--- config.mk ---
export PLATFORM = sky130hd
export DESIGN_NAME = sha1_result_collector
export DESIGN_NICKNAME = d
export VERILOG_FILES = /design/src/rtl/sha1_result_collector.sv
export SDC_FILE = /design/constraint.sdc
export NUM_CORES = 1
export LEC_CHECK = 0
export BUFFER_PORTS_ARGS = -buffer_cell sky130_fd_sc_hd__buf_2
export CAP_MARGIN = 20
export CORE_AREA = 2 2 182 139
export CTS_CLUSTER_SIZE = 25
export DETAILED_ROUTE_END_ITERATION = 8
export DIE_AREA = 0 0 184 141
export GPL_TIMING_DRIVEN = 0
export PLACE_DENSITY = 0.6
export SLEW_MARGIN = 25
export SYNTH_ARGS = -nofsm -noshare
export SYNTH_HDL_FRONTEND = slang
export SYNTH_SLANG_ARGS = --single-unit
--- constraint.sdc ---
create_clock -name sys_clk -period 2 [get_ports sys_clk]
set_input_delay 0.5 -clock sys_clk [delete_from_list [all_inputs] [get_ports sys_clk]]
set_output_delay 0.5 -clock sys_clk [all_outputs]
set_load 0.03 [all_outputs]
--- src/rtl/sha1_result_collector.sv ---
// Collects WORDS_PER_DIGEST consecutive words from the SHA-1 result FIFO and
// presents them as one digest (first word in the MSBs) with a valid/ready
// handshake. A running count of accepted digests is kept.
//
// state   | meaning
// --------+-------------------------------------------------------------
// COLLECT | issuing FIFO reads and capturing words into digest slots
// OUTPUT  | full digest presented on digest_data, waiting for digest_ready
module sha1_result_collector #(
  parameter int RES_DATA_WIDTH   = 32,
  parameter int WORDS_PER_DIGEST = 5,
  parameter int DIGEST_WIDTH     = RES_DATA_WIDTH * WORDS_PER_DIGEST
) (
  input  logic                      sys_clk,
  input  logic                      sys_rst,
  input  logic [RES_DATA_WIDTH-1:0] result_dout,
  input  logic                      result_data_empty,
  output logic                      result_data_fifo_ren,
  input  logic                      collect_clr,
  output logic [DIGEST_WIDTH-1:0]   digest_data,
  output logic                      digest_val,
  input  logic                      digest_ready,
  output logic [15:0]               digest_cnt
);

  localparam int CW = $clog2(WORDS_PER_DIGEST + 1);
  localparam logic [CW-1:0] WORDS    = CW'(WORDS_PER_DIGEST);
  localparam logic [CW-1:0] LAST_IDX = CW'(WORDS_PER_DIGEST - 1);

  typedef enum logic {
    COLLECT = 1'b0,
    OUTPUT  = 1'b1
  } state_t;

  state_t        state;
  state_t        state_next;
  logic [CW-1:0] rd_issued;
  logic [CW-1:0] wr_cnt;
  logic          rd_pending;
  logic          run_en;
  logic          capture_last;
  logic          handshake;

  // The read issued last cycle returns its word now; the last slot completes the digest.
  assign capture_last = rd_pending && (wr_cnt == LAST_IDX);
  assign handshake    = (state == OUTPUT) && digest_ready;
  assign digest_val   = (state == OUTPUT);

  // State register.
  always_ff @(posedge sys_clk or negedge sys_rst) begin
    if (!sys_rst) begin
      state <= COLLECT;
    end else begin
      state <= state_next;
    end
  end

  // Next-state and read-enable decode; clear overrides everything.
  always_comb begin
    state_next           = state;
    result_data_fifo_ren = 1'b0;
    if (collect_clr) begin
      state_next = COLLECT;
    end else begin
      case (state)
        COLLECT: begin
          // run_en holds off reads until the first edge after reset release.
          result_data_fifo_ren = run_en && !result_data_empty && (rd_issued < WORDS);
          if (capture_last) begin
            state_next = OUTPUT;
          end
        end
        OUTPUT: begin
          if (digest_ready) begin
            state_next = COLLECT;
          end
        end
        default: state_next = COLLECT;
      endcase
    end
  end

  // Read bookkeeping, word capture into slots and the accepted-digest counter.
  always_ff @(posedge sys_clk or negedge sys_rst) begin
    if (!sys_rst) begin
      run_en      <= 1'b0;
      rd_pending  <= 1'b0;
      rd_issued   <= '0;
      wr_cnt      <= '0;
      digest_data <= '0;
      digest_cnt  <= '0;
    end else begin
      run_en     <= 1'b1;
      rd_pending <= result_data_fifo_ren;
      if (collect_clr) begin
        // Any word returning this cycle belongs to the aborted digest and is dropped.
        rd_issued <= '0;
        wr_cnt    <= '0;
      end else if (handshake) begin
        rd_issued  <= '0;
        wr_cnt     <= '0;
        digest_cnt <= digest_cnt + 16'd1;
      end else begin
        if (result_data_fifo_ren) begin
          rd_issued <= rd_issued + CW'(1);
        end
        if (rd_pending) begin
          for (int k = 0; k < WORDS_PER_DIGEST; k++) begin
            if (wr_cnt == CW'(k)) begin
              digest_data[DIGEST_WIDTH-1-k*RES_DATA_WIDTH -: RES_DATA_WIDTH] <= result_dout;
            end
          end
          wr_cnt <= wr_cnt + CW'(1);
        end
      end
    end
  end

endmodule
# == Yosys cells after proc, flatten, opt, wreduce, memory -nomap -nowiden ==
# Cells that the tools add are included.
# word_totals
ff_bits,185
input_bits,37
out_inout_bits,178
elab_cells,48
# classes
n_addsub,3
n_lt_le_gt_ge,1
eq_ne,4
muxes,12
bitwise_logic,3
n_reduce_logical,14
# ops
operator,count
4-bit AND reduction,5
3-bit two-way mux,6
16-bit by 1-bit adder with 16-bit output (second input constant),1
3-bit by 1-bit adder with 3-bit output (second input constant),2
3-bit by 2-bit equality test with 1-bit output (second input constant),2
3-bit nonzero test,2
1-bit two-way mux,5
1-bit logical AND,4
3-bit by 1-bit equality test with 1-bit output (second input constant),1
3-bit equality test (second input constant),1
3-bit logical NOT,1
3-bit less-than comparator (second input constant),1
1-bit inverter,3
1-bit one-hot mux with 2 select lines,1
2-bit AND reduction,1
1-bit logical NOT,1

# == Depth between registers and ports, before layout ==
# Gate-level depths: netlist of the first run.
# logic_depth
depth_word,8
mapped_depth,6
depth_no_buf,5

# == Least setup slack after synthesis of the first run ==
# Ideal clock, no wire load.
# synth_timing
path_type,reg2out
startpoint,"reg state, in the netlist digest_val"
endpoint,out result_data_fifo_ren
t_arrival_ns,1.322
required_ns,1.500
setup_slack_ns,0.178
path_stages_with_launch,4
path_buffers,0
path_cell_list,dfrtp_1 -> nor2_1 -> nand3_1 -> nor2_1
# synth_between
elab_chain_cells,2
# synth_lines
item,line_no,source
"start, declared",35,state_t state;
"start signal, assigned",54,state <= state_next;
1-bit two-way mux,65,case (state)
1-bit two-way mux,62,if (collect_clr) begin
"end, declared",18,"output logic result_data_fifo_ren,"
# No other way between the ends.

# == Worst setup path in the final report of the first run ==
# layout_timing
startpoint,reg rd_issued[0]
endpoint,out result_data_fifo_ren
# layout_between
elab_chain_cells,4
# layout_lines
item,line_no,source
"start, declared",37,logic [CW-1:0] rd_issued;
"start signal, assigned",105,rd_issued <= rd_issued + CW'(1);
3-bit less-than comparator,68,result_data_fifo_ren = run_en && !result_data_empty && (rd_issued < WORDS);
1-bit logical AND,68,
1-bit two-way mux,65,
1-bit two-way mux,62,
# No other way between the ends.

==> flow_summary.json, run 1 <==
{
  "routed_wire_length_per_instance_um": 17.0,
  "timing.fmax_mhz": 523,
  "routed-via-count": 4449,
  "die_area_mm2": 0.0259,
  "clk_root_buffer_cell": "sky130_fd_sc_hd__clkbuf_16",
  "routed.top_layer": "met4",
  "chipWidth_um": 184,
  "clock-sinks": 185,
  "grt_start_max_net_pins": 91,
  "cellPowerDensity_mw_per_mm2": 1040,
  "synth-seq-area-share_pct": 64.7,
  "finalHoldWorstSlack_ns": 0.311,
  "global_route.usage.total_pct": 13.5,
  "postLayoutCoreUtil_pct": 38.2,
  "ant_nets": 0,
  "slew_violations": 0,
  "worstPathRequired_ns": 1.50,
  "worst_ir_drop_vdd_v": 0.000594,
  "worst-path-max-fanout": 3,
  "final_layout_net_count": 723,
  "start_util_pct": 29.3,
  "met3_length_mm": 1.42,
  "maxCapViolCount": 0,
  "cts_max_path_buffers": 2,
  "min_path_type": "input port to flip-flop",
  "first_global_vias": 4508,
  "detail_route.wirelength.met1_mm": 8.03,
  "yosys.area_share.simple_pct": 3.83,
  "multi_input_comb_area_mm2": 0.00238,
  "routed_met2_length_mm": 7.49,
  "grt_pass1_wl_mm": 26.5,
  "synth_cell_type_count": 28,
  "gpl.final_weighted_congestion": 0.706,
  "yosys-top-cells-area": "sky130_fd_sc_hd__dfrtp_1 (65%), sky130_fd_sc_hd__mux2_2 (24%), sky130_fd_sc_hd__buf_4 (1.4%), sky130_fd_sc_hd__xor2_1 (1.3%), sky130_fd_sc_hd__mux2_1 (1.3%)",
  "number_of_placed_i_o_pins": 215,
  "dp_worst_setup_slack_ns": -0.0223,
  "share_of_final_layout_standard_cells_stronger_than_drive_strength_1_pct": 61.4,
  "synthesis.nets": 485,
  "worst_setup_path_start_kind": "flip-flop",
  "place.detailed.hpwl_mm": 11.9,
  "synth.avg_cell_area_um2": 16.2,
  "ys_seq_elements": 185,
  "floorplan.die.height_um": 141,
  "unrepaired_setup_endpoints_after_global_routing": "no",
  "path_clk_slew_ns": 0.07,
  "tritoncts_clock_tree": "done",
  "firstDrtPassIters": 4,
  "timing.final.crit_share_pct": 95.6,
  "route.final.wire_length_mm": 17.1,
  "cts_inserted_buffers": 17,
  "ff_latch_area_mm2": 0.00463,
  "netlist_area_mm2": 0.00716,
  "setup-violations-final": 0,
  "cp.arrival_ns": 1.41,
  "timing_worst_setup_path_type": "flip-flop to output port",
  "n_antenna_cell": 0,
  "yosysTopAreaCell": "sky130_fd_sc_hd__dfrtp_1",
  "fp-row-count": 50,
  "outcome": "finished clean",
  "synthAdderAreaFrac_pct": 1.22,
  "final_hold_viol_count": 0,
  "synth_xor_area_share_pct": 2.20,
  "synth-warning-count": 0,
  "gr-total-overflow": 0,
  "port-buffer-count": 214,
  "worstSetupEndpointType": "output port",
  "initialDrtViolationCount": 137,
  "synth_top_family_by_area": "multiplexers",
  "synthCells": 441,
  "fin_ws_ns": 0.0875,
  "fp.coreArea_mm2": 0.0244,
  "synth_top_cell_area_share_pct": 64.7,
  "p_leak_uw": 0.00510,
  "clk-insertion-delay-late_ns": 0.42,
  "complex_gate_fraction_of_the_synthesized_area_pct": 0.245,
  "synthToLayoutAreaGrowth_pct": 30.1,
  "proportion_of_synthesized_area_in_mux_cells_pct": 25.6,
  "remaining_drc_errors": 0,
  "cts-htree-levels": 4,
  "finalClockSkew_ns": 0.0107,
  "final.fill_count": 2411,
  "detail_route.vias_per_cell": 4.44,
  "layout_min_cycle_time_ns": 1.91,
  "antenna_found_initial": 0
}
critical path, stage by stage (launching register included):
cell and delay (ns):
sky130_fd_sc_hd__dfrtp_1 0.41, sky130_fd_sc_hd__o21ai_2 0.16, sky130_fd_sc_hd__nand3_1 0.10, sky130_fd_sc_hd__nor2_1 0.13
sky130_fd_sc_hd__buf_4 0.18
registers in the layout, indices dropped and copies added, names as in the netlist:
name         flops
digest_cnt      16
digest_data    160
digest_val       1
rd_issued        3
rd_pending       1
run_en           1
wr_cnt           3
worst paths after layout:
| check | start | to | slack [ns] | cells after the start |
|---|---|---|---|---|
| worst max-delay path | rd_issued[0] | result_data_fifo_ren | 0.09 | 4 |
| worst min-delay path | collect_clr | rd_pending | 0.31 | 2 |
| worst max register to register | wr_cnt[0] | digest_data[38] | 0.12 | 5 |
| worst min register to register | digest_data[16] | digest_data[16] | 0.48 | 1 |
| max in group asynchronous | sys_rst | digest_data[98] | 0.86 | 3 |
| min in group asynchronous | sys_rst | digest_cnt[10] | 0.47 | 2 |
stage by stage:
| step | cells | instance area [µm²] | power, µW | TNS [ns] |
|---|---|---|---|---|
| floorplan | 441 | 7160 | 5610 | 0 |
| global placement | 967 | 8620 | 6280 | -501.57 |
| detailed placement | 969 | 8680 | 6330 | -0.169 |
| CTS | 1001 | 9300 | 9900 | 0 |
| global route | 1002 | 9310 | 10200 | 0 |
| finish | 1002 | 9310 | 9710 | 0 |
cells by family (layout without fill, tap and decap cells):
kind of cell,Yosys count,after routing
flops,185,185
mux,163,163
simple gates,42,42
buf+inv,22,271
xor+xnor,18,18
fa+ha+maj,7,7
compound gates,3,3
other cells,1,1
synth_stat cells, drive strengths merged:
cell type / n
a211oi: 1
nand2: 4
nor3: 1
and3: 4
mux2i: 2
buf: 17
xor2: 11
ha: 7
dfrtp: 185
nand4: 6
o21ai: 1
inv: 5
mux2: 161
nand2b: 1
xnor2: 7
nand3: 8
a21oi: 1
nand4b: 2
conb: 1
nor4: 3
nor2: 13
final cells by class:
| type | count | area share (%) |
|---|---|---|
| Sequential cell | 185 | 49.7 |
| Tap cell | 312 | 4.19 |
| Multi-Input combinational cell | 234 | 25.6 |
| Clock inverter | 7 | 1.25 |
| Timing Repair Buffer | 219 | 12.5 |
| Buffer | 17 | 1.46 |
| Clock buffer | 23 | 5.13 |
| Inverter | 5 | 0.202 |
per-layer routing:
layer,GRT usage (%),vias to the layer above
met1,18.2,2265
met4,3.54,0
li1,-,2031
met2,20.0,143
met5,0,-
met3,5.58,10
timing repair:
| item | 4_1_cts | 5_1_grt |
|---|---|---|
| pin swaps | 1 | 0 |
| endpoints found under the hold margin | 8 | 0 |
| hold buffers | 1 | 0 |
| buffers inserted | 1 | 1 |
| setup endpoints to repair | 1 | 1 |
| gates resized for setup | 4 | 1 |
| gates cloned | 0 | 0 |
cell usage in the layout, fill, tap and decap left out, types with 2 or more instances in the layout:
cell,n
sky130_fd_sc_hd__ha_1,7
sky130_fd_sc_hd__inv_1,5
sky130_fd_sc_hd__buf_2,213
sky130_fd_sc_hd__nor4_4,2
sky130_fd_sc_hd__clkinv_2,2
sky130_fd_sc_hd__buf_16,2
sky130_fd_sc_hd__nor2_1,11
sky130_fd_sc_hd__buf_4,16
sky130_fd_sc_hd__mux2_2,153
sky130_fd_sc_hd__clkbuf_1,3
sky130_fd_sc_hd__mux2_1,8
sky130_fd_sc_hd__mux2i_1,2
sky130_fd_sc_hd__buf_6,3
sky130_fd_sc_hd__xnor2_1,7
sky130_fd_sc_hd__dfrtp_1,184
sky130_fd_sc_hd__nand3_1,8
sky130_fd_sc_hd__clkbuf_16,17
sky130_fd_sc_hd__xor2_1,11
sky130_fd_sc_hd__nand4_1,6
sky130_fd_sc_hd__nand2_1,3
sky130_fd_sc_hd__and3_1,4
sky130_fd_sc_hd__clkbuf_8,3
sky130_fd_sc_hd__bufinv_16,3
power by group:
part           leakage [µW]  internal [µW]  total (µW)  switching, µW
logic               0.00236            619        1890           1270
registers           0.00245           4150        4350            196
clock network      0.000290           2060        3470           1410
(Power assumes the default switching activity.)
==> inputs of run 2 (changes only) <==
--- a/config.mk
+++ b/config.mk
@@ -5,14 +5,14 @@
 export SDC_FILE = /design/constraint.sdc
 export NUM_CORES = 1
 export LEC_CHECK = 0
-export BUFFER_PORTS_ARGS = -buffer_cell sky130_fd_sc_hd__buf_2
 export CAP_MARGIN = 20
 export CORE_AREA = 2 2 182 139
 export CTS_CLUSTER_SIZE = 25
 export DETAILED_ROUTE_END_ITERATION = 8
 export DIE_AREA = 0 0 184 141
+export DONT_BUFFER_PORTS = 1
 export GPL_TIMING_DRIVEN = 0
-export PLACE_DENSITY = 0.6
+export PLACE_DENSITY = 0.52
 export SLEW_MARGIN = 25
 export SYNTH_ARGS = -nofsm -noshare
 export SYNTH_HDL_FRONTEND = slang
==> flow_summary.json, run 2 (synthesis results as in run 1) <==
{
  "gr-total-overflow": 0,
  "maxCapViolCount": 0,
  "violations": "hold timing",
  "timing_worst_setup_path_type": "flip-flop to output port",
  "number_of_placed_i_o_pins": 215,
  "finalHoldWorstSlack_ns": -0.240,
  "fp.coreArea_mm2": 0.0244,
  "largest_register_ff_count": 160,
  "ff2ff_path_depth": 6,
  "place.detailed.hpwl_mm": 11.5,
  "die_area_mm2": 0.0259,
  "cellPowerDensity_mw_per_mm2": 1120,
  "detail_route.wirelength.met1_mm": 6.73,
  "final_hold_viol_count": 185,
  "worstReg2RegEnd": "digest_data[17]",
  "routed-via-count": 3766,
  "reg2reg_setup_slack_ns": 0.12,
  "numPlacedInstances": 753,
  "worst-path-max-fanout": 5,
  "leading_cell_type_in_the_layout_fill_and_taps_excluded": "sky130_fd_sc_hd__dfrtp_1",
  "unrepaired_setup_endpoints_after_global_routing": "yes",
  "largest-register": "digest_data",
  "grt_pass1_wl_mm": 25.3,
  "mostFrequentLayoutCells": "sky130_fd_sc_hd__dfrtp_1 (184), sky130_fd_sc_hd__mux2_2 (153), sky130_fd_sc_hd__buf_4 (17), sky130_fd_sc_hd__clkbuf_16 (17), sky130_fd_sc_hd__xor2_1 (11)",
  "cp.arrival_ns": 1.44,
  "firstDrtPassIters": 4,
  "antenna_found_initial": 0,
  "routed_wire_length_per_instance_um": 21.3,
  "post_route_standard_cell_area_excluding_fillers_mm2": 0.00821,
  "placedInstanceArea_mm2": 0.00755,
  "instances_no_fill": 789,
  "final_layout_net_count": 508,
  "finalSetupTns_ns": 0,
  "slew_violations": 0,
  "worst_setup_path_start_kind": "flip-flop",
  "start_util_pct": 29.3,
  "tritoncts_clock_tree": "done",
  "gpl.final_weighted_congestion": 0.720,
  "path_clk_slew_ns": 0.07,
  "p_leak_uw": 0.00404,
  "worst_ir_drop_vdd_v": 0.000588,
  "worstSetupEndpointType": "output port",
  "postLayoutCoreUtil_pct": 33.6,
  "met3_length_mm": 2.12,
  "grt_start_max_net_pins": 186,
  "finalClockSkew_ns": 0.0117,
  "final.fill_count": 2322,
  "clk_root_buffer_cell": "sky130_fd_sc_hd__clkbuf_16",
  "synthToLayoutAreaGrowth_pct": 14.6,
  "cts-htree-levels": 4,
  "routed_met2_length_mm": 7.72,
  "n_antenna_cell": 0,
  "layout_min_cycle_time_ns": 1.94,
  "remaining_drc_errors": 0,
  "route.final.wire_length_mm": 16.8,
  "chipWidth_um": 184,
  "timing.fmax_mhz": 515,
  "setup-violations-final": 0,
  "regToRegStartpoint": "digest_val",
  "timing.final.crit_share_pct": 97.1,
  "clk-insertion-delay-late_ns": 0.43,
  "clock-sinks": 185,
  "cts_max_path_buffers": 2,
  "initialDrtViolationCount": 102,
  "detail_route.vias_per_cell": 4.77,
  "share_of_final_layout_standard_cells_stronger_than_drive_strength_1_pct": 45.5,
  "fp-row-count": 50,
  "port-buffer-count": 0,
  "first_global_vias": 4122,
  "ant_nets": 0,
  "worstPathRequired_ns": 1.50,
  "floorplan.die.height_um": 141,
  "global_route.usage.total_pct": 13.2,
  "min_path_type": "input port to async pin",
  "outcome": "finished with violations",
  "cts_inserted_buffers": 17,
  "biggestRegsByFlops": "digest_data (160), digest_cnt (16)",
  "routed.top_layer": "met4"
}
==> run 2: cell count changes in the layout (fill, tap and decap cells not counted), moves of 2 or more <==
cell,change
sky130_fd_sc_hd__buf_2,-212
sky130_fd_sc_hd__clkbuf_1,-3
sky130_fd_sc_hd__clkinv_4,+3
sky130_fd_sc_hd__buf_16,-2
sky130_fd_sc_hd__clkinv_2,+2
sky130_fd_sc_hd__nor2_4,+2
==> run 2: power breakdown <==
part | leakage, µW | switching [µW] | internal (µW)
Clock | 0.000295 | 1520 | 1920
Combinational | 0.00129 | 131 | 305
Sequential | 0.00245 | 1150 | 4140
Total | 0.00404 | 2800 | 6370
==> run 2: area by class of cell <==
class / instances / area, µm² / share of cell area [%]
Multi-Input combinational cell: 234 / 2400 / 29.3
Clock buffer: 19 / 453 / 5.52
Timing Repair Buffer: 4 / 30.0 / 0.366
Buffer: 17 / 136 / 1.66
Inverter: 5 / 18.8 / 0.229
Clock inverter: 13 / 143 / 1.74
Sequential cell: 185 / 4630 / 56.4
Tap cell: 312 / 390 / 4.76
==> run 2: stage by stage <==
step	worst slack, ns	power, µW
after global placement	-0.00376	5760
final	0.0585	9170
after CTS	0.00733	9310
after global routing	-0.00929	9560
after detailed placement	-0.0155	5800
after floorplan	0.178	5610
==> run 2: routing by layer <==
metal | up-vias | track usage, %
met2 | 155 | 20.0
met3 | 13 | 7.57
met5 | - | 0
met4 | 0 | 5.01
li1 | 1594 | -
met1 | 2004 | 15.7
==> run 2: what timing repair did <==
| action | 4_1_cts | 5_1_grt |
|---|---|---|
| endpoints found under the setup margin | 21 | 16 |
| pin swaps | 3 | 2 |
| hold endpoints to repair | 185 | 185 |
| buffers inserted | 2 | 2 |
| resized for setup | 9 | 0 |
==> run 2: how the worst max path moves through the flow <==
stage / from / to
floorplan: digest_val / result_data_fifo_ren
global placement: digest_val / result_data_fifo_ren
detailed placement: digest_val / result_data_fifo_ren
CTS: digest_val / result_data_fifo_ren
global route: digest_val / result_data_fifo_ren
finish: digest_val / result_data_fifo_ren
==> run 2: worst max-delay path: stages, from the launching register on <==
cell and delay [ns]:
sky130_fd_sc_hd__dfrtp_2 0.53, sky130_fd_sc_hd__nor2_4 0.16, sky130_fd_sc_hd__nand3_4 0.10, sky130_fd_sc_hd__nor2_4 0.22
==> inputs of run 3 (changes only) <==
--- a/config.mk
+++ b/config.mk
@@ -5,13 +5,15 @@
 export SDC_FILE = /design/constraint.sdc
 export NUM_CORES = 1
 export LEC_CHECK = 0
+export ABC_AREA = 1
 export CAP_MARGIN = 20
-export CORE_AREA = 2 2 182 139
+export CORE_AREA = 2 2 183 140
 export CTS_CLUSTER_SIZE = 25
 export DETAILED_ROUTE_END_ITERATION = 8
-export DIE_AREA = 0 0 184 141
+export DIE_AREA = 0 0 185 142
 export DONT_BUFFER_PORTS = 1
 export GPL_TIMING_DRIVEN = 0
+export HOLD_SLACK_MARGIN = 0.03
 export PLACE_DENSITY = 0.52
 export SLEW_MARGIN = 25
 export SYNTH_ARGS = -nofsm -noshare
==> constraint.sdc (replaced) <==
create_clock -name sys_clk -period 2.26 [get_ports sys_clk]
set_input_delay 0.565 -clock sys_clk [delete_from_list [all_inputs] [get_ports sys_clk]]
set_output_delay 0.565 -clock sys_clk [all_outputs]
set_load 0.03 [all_outputs]
==> flow_summary.json, run 3 <==
{
  "yosys.cell_count.top_type": "sky130_fd_sc_hd__dfrtp_1",
  "synth_top_flop_cell": "sky130_fd_sc_hd__dfrtp_1",
  "final_hold_viol_count": 185,
  "port-buffer-count": 0,
  "routed-via-count": 5153,
  "finalSetupTns_ns": 0,
  "worst-path-max-fanout": 5,
  "tritoncts_clock_tree": "done",
  "setup.worst_path.start": "digest_val",
  "n_antenna_cell": 0,
  "mostFrequentLayoutCells": "sky130_fd_sc_hd__dfrtp_1 (184), sky130_fd_sc_hd__nand2_1 (143), sky130_fd_sc_hd__nor2_1 (112)",
  "reg2reg_setup_slack_ns": 0.41,
  "largest-register": "digest_data",
  "detail_route.vias_per_cell": 4.63,
  "first_global_vias": 5262,
  "synthesis.nets": 787,
  "share_of_final_layout_standard_cells_stronger_than_drive_strength_1_pct": 10.1,
  "yosysTopAreaCell": "sky130_fd_sc_hd__dfrtp_1",
  "grt_start_max_net_pins": 186,
  "worst_ir_drop_vdd_v": 0.000485,
  "ant_nets": 0,
  "synth_top_cell_area_share_pct": 63.9,
  "initialDrtViolationCount": 264,
  "clk_root_buffer_cell": "sky130_fd_sc_hd__clkbuf_16",
  "numPlacedInstances": 1081,
  "power_switching_share_pct": 33.8,
  "max_slew.worst_pin.slew_ns": 0.600,
  "cp.arrival_ns": 1.59,
  "finalClockSkew_ns": 0.0138,
  "layout_min_cycle_time_ns": 2.15,
  "synth_top_family_by_area": "simple AND/OR/NAND/NOR gates",
  "path_clk_slew_ns": 0.08,
  "synth-seq-area-share_pct": 63.9,
  "placedInstanceArea_mm2": 0.00767,
  "fp.coreArea_mm2": 0.0245,
  "chipWidth_um": 185,
  "leading_cell_type_in_the_layout_fill_and_taps_excluded": "sky130_fd_sc_hd__dfrtp_1",
  "fp-row-count": 50,
  "cts_max_path_buffers": 2,
  "proportion_of_synthesized_area_in_mux_cells_pct": 0,
  "worstReg2RegEnd": "digest_data[24]",
  "die_area_mm2": 0.0263,
  "synth_commonest_cells": "sky130_fd_sc_hd__dfrtp_1 (185), sky130_fd_sc_hd__nand2_1 (143), sky130_fd_sc_hd__nor2_1 (113)",
  "ff2ff_path_depth": 6,
  "worstPathRequired_ns": 1.69,
  "cts-htree-levels": 4,
  "timing_worst_setup_path_type": "flip-flop to output port",
  "worstSetupEndpointType": "output port",
  "floorplan.die.height_um": 142,
  "timing.fmax_mhz": 465,
  "start_util_pct": 29.5,
  "final_layout_net_count": 806,
  "cts_inserted_buffers": 17,
  "p_int_uw": 5350,
  "min_path_type": "input port to async pin",
  "maxCapViolCount": 0,
  "timing.final.crit_share_pct": 95.2,
  "grt_pass1_wl_mm": 33.4,
  "largest_register_ff_count": 160,
  "seqPwrFrac_pct": 56.9,
  "ys_seq_elements": 185,
  "p_leak_uw": 0.00392,
  "cellPowerDensity_mw_per_mm2": 974,
  "yosys.area_share.simple_pct": 16.4,
  "share_of_total_power_in_the_clock_network_pct": 37.9,
  "synth_enable_flop_cells": 0,
  "postSynth.asyncResetShare_pct": 100,
  "worst_setup_path_endpoint": "result_data_fifo_ren",
  "synth-warning-count": 0,
  "p_comb_share_pct": 5.1,
  "yosys-top-cells-area": "sky130_fd_sc_hd__dfrtp_1 (64%), sky130_fd_sc_hd__nand2_1 (7.4%), sky130_fd_sc_hd__a21oi_1 (6.8%), sky130_fd_sc_hd__nor2_1 (5.9%), sky130_fd_sc_hd__inv_1 (2.6%)",
  "synth.avg_cell_area_um2": 9.75,
  "clock-sinks": 185,
  "violations": "hold timing",
  "synthToLayoutAreaGrowth_pct": 14.5,
  "instances_no_fill": 1113,
  "max_slew_margin_pct": 60.0,
  "unrepaired_setup_endpoints_after_global_routing": "no",
  "finalHoldWorstSlack_ns": -0.187,
  "synthAdderAreaFrac_pct": 1.21,
  "slew_violations": 0,
  "biggestRegsByFlops": "digest_data (160), digest_cnt (16)",
  "global_route.usage.total_pct": 17.1,
  "place.detailed.hpwl_mm": 15.2,
  "remaining_drc_errors": 0,
  "outcome": "finished with violations",
  "clk-insertion-delay-late_ns": 0.43,
  "routed_wire_length_per_instance_um": 19.9,
  "power.net_switching_uw": 2730,
  "firstDrtPassIters": 5,
  "synth_xor_area_share_pct": 1.21,
  "synthCells": 743,
  "regToRegStartpoint": "wr_cnt[0]",
  "route.final.wire_length_mm": 22.1,
  "setup-violations-final": 0,
  "fin_ws_ns": 0.108,
  "complex_gate_fraction_of_the_synthesized_area_pct": 11.6,
  "dp_worst_setup_slack_ns": 0.208,
  "synth_cell_type_count": 27,
  "post_route_standard_cell_area_excluding_fillers_mm2": 0.00829,
  "gr-total-overflow": 0,
  "netlist_area_mm2": 0.00724,
  "postCtsSetupRepairBufs": 0,
  "number_of_placed_i_o_pins": 215,
  "antenna_found_initial": 0,
  "gpl.final_weighted_congestion": 0.738,
  "worst_setup_path_start_kind": "flip-flop"
}
[run 3: cell count changes in the layout (fill, tap and decap cells not counted), sizes merged, moves of 3 or more]
cell    delta
mux2     -161
nand2    +142
nor2     +108
a21oi     +97
o21ai     +68
inv       +52
buf        +7
xor2       -6
and3       -4
clkbuf     +4
nand4      +3
nor4       -3
[run 3: power groups by stage]
stage | clock network, µW | logic [µW] | registers, µW
finish | 3070 | 415 | 4600
global route | 3310 | 491 | 4640
CTS | 3170 | 421 | 4600
detailed placement | 0 | 422 | 4670
global placement | 0 | 399 | 4670
floorplan | 0 | 342 | 4550
[run 3: cell type report]
class                           count  area, µm²
Inverter                           54        205
Clock inverter                     14        176
Tap cell                          338        423
Buffer                             33        198
Sequential cell                   185       4630
Multi-Input combinational cell    471       2220
Clock buffer                       18        439
Fill cell                        2591      16200
[run 3: critical path: stages (launching register included)]
cell                      delay [ns]
sky130_fd_sc_hd__dfrtp_2        0.51
sky130_fd_sc_hd__nor2_1         0.17
sky130_fd_sc_hd__nand3_1        0.20
sky130_fd_sc_hd__nor2_4         0.28
[run 3: timing repair]
item / in CTS / in global routing
gates resized for setup: 3 / 0
setup endpoints to repair: 1 / 0
hold endpoints to repair: 185 / 185
[run 3: routing by layer]
| metal | part of all wire, % | track usage (%) | vias up |
|---|---|---|---|
| li1 | - | - | 2419 |
| met1 | 45 | 22.8 | 2557 |
| met2 | 44 | 25.5 | 165 |
| met3 | 10 | 8.19 | 12 |
| met4 | 0.88 | 3.38 | 0 |
| met5 | 0 | 0 | - |
[run 3: kinds of logic (layout without fill, tap and decap cells)]
family / count (synthesis) / count (layout)
and+or+nand+nor: 285 / 285
DFF: 185 / 185
AOI/OAI and AO/OA: 168 / 168
buffers and inverters: 87 / 119
xor gates and xnor gates: 10 / 10
adders and majority gates: 7 / 7
other: 1 / 1
[run 3: how the worst min path moves through the flow]
stage             from          endpoint  slack, ns  cells past startpoint
3_5_place_dp   sys_rst  digest_data[119]       0.27                      0
5_1_grt        sys_rst  digest_data[119]      -0.22                      0
2_1_floorplan  sys_rst     digest_cnt[0]       0.27                      0
4_1_cts        sys_rst  digest_data[119]      -0.21                      0
3_3_place_gp   sys_rst  digest_data[119]       0.27                      0
6_report       sys_rst  digest_data[119]      -0.19                      0
[run 3: through the flow]
step                      hold WS, ns  power [µW]  utilization, %
after global placement          0.275        5070            31.3
final                          -0.187        8080            33.8
after detailed placement        0.273        5090            31.3
after CTS                      -0.208        8200            33.8
after global routing           -0.224        8440            33.8
after floorplan                 0.269        4890               -
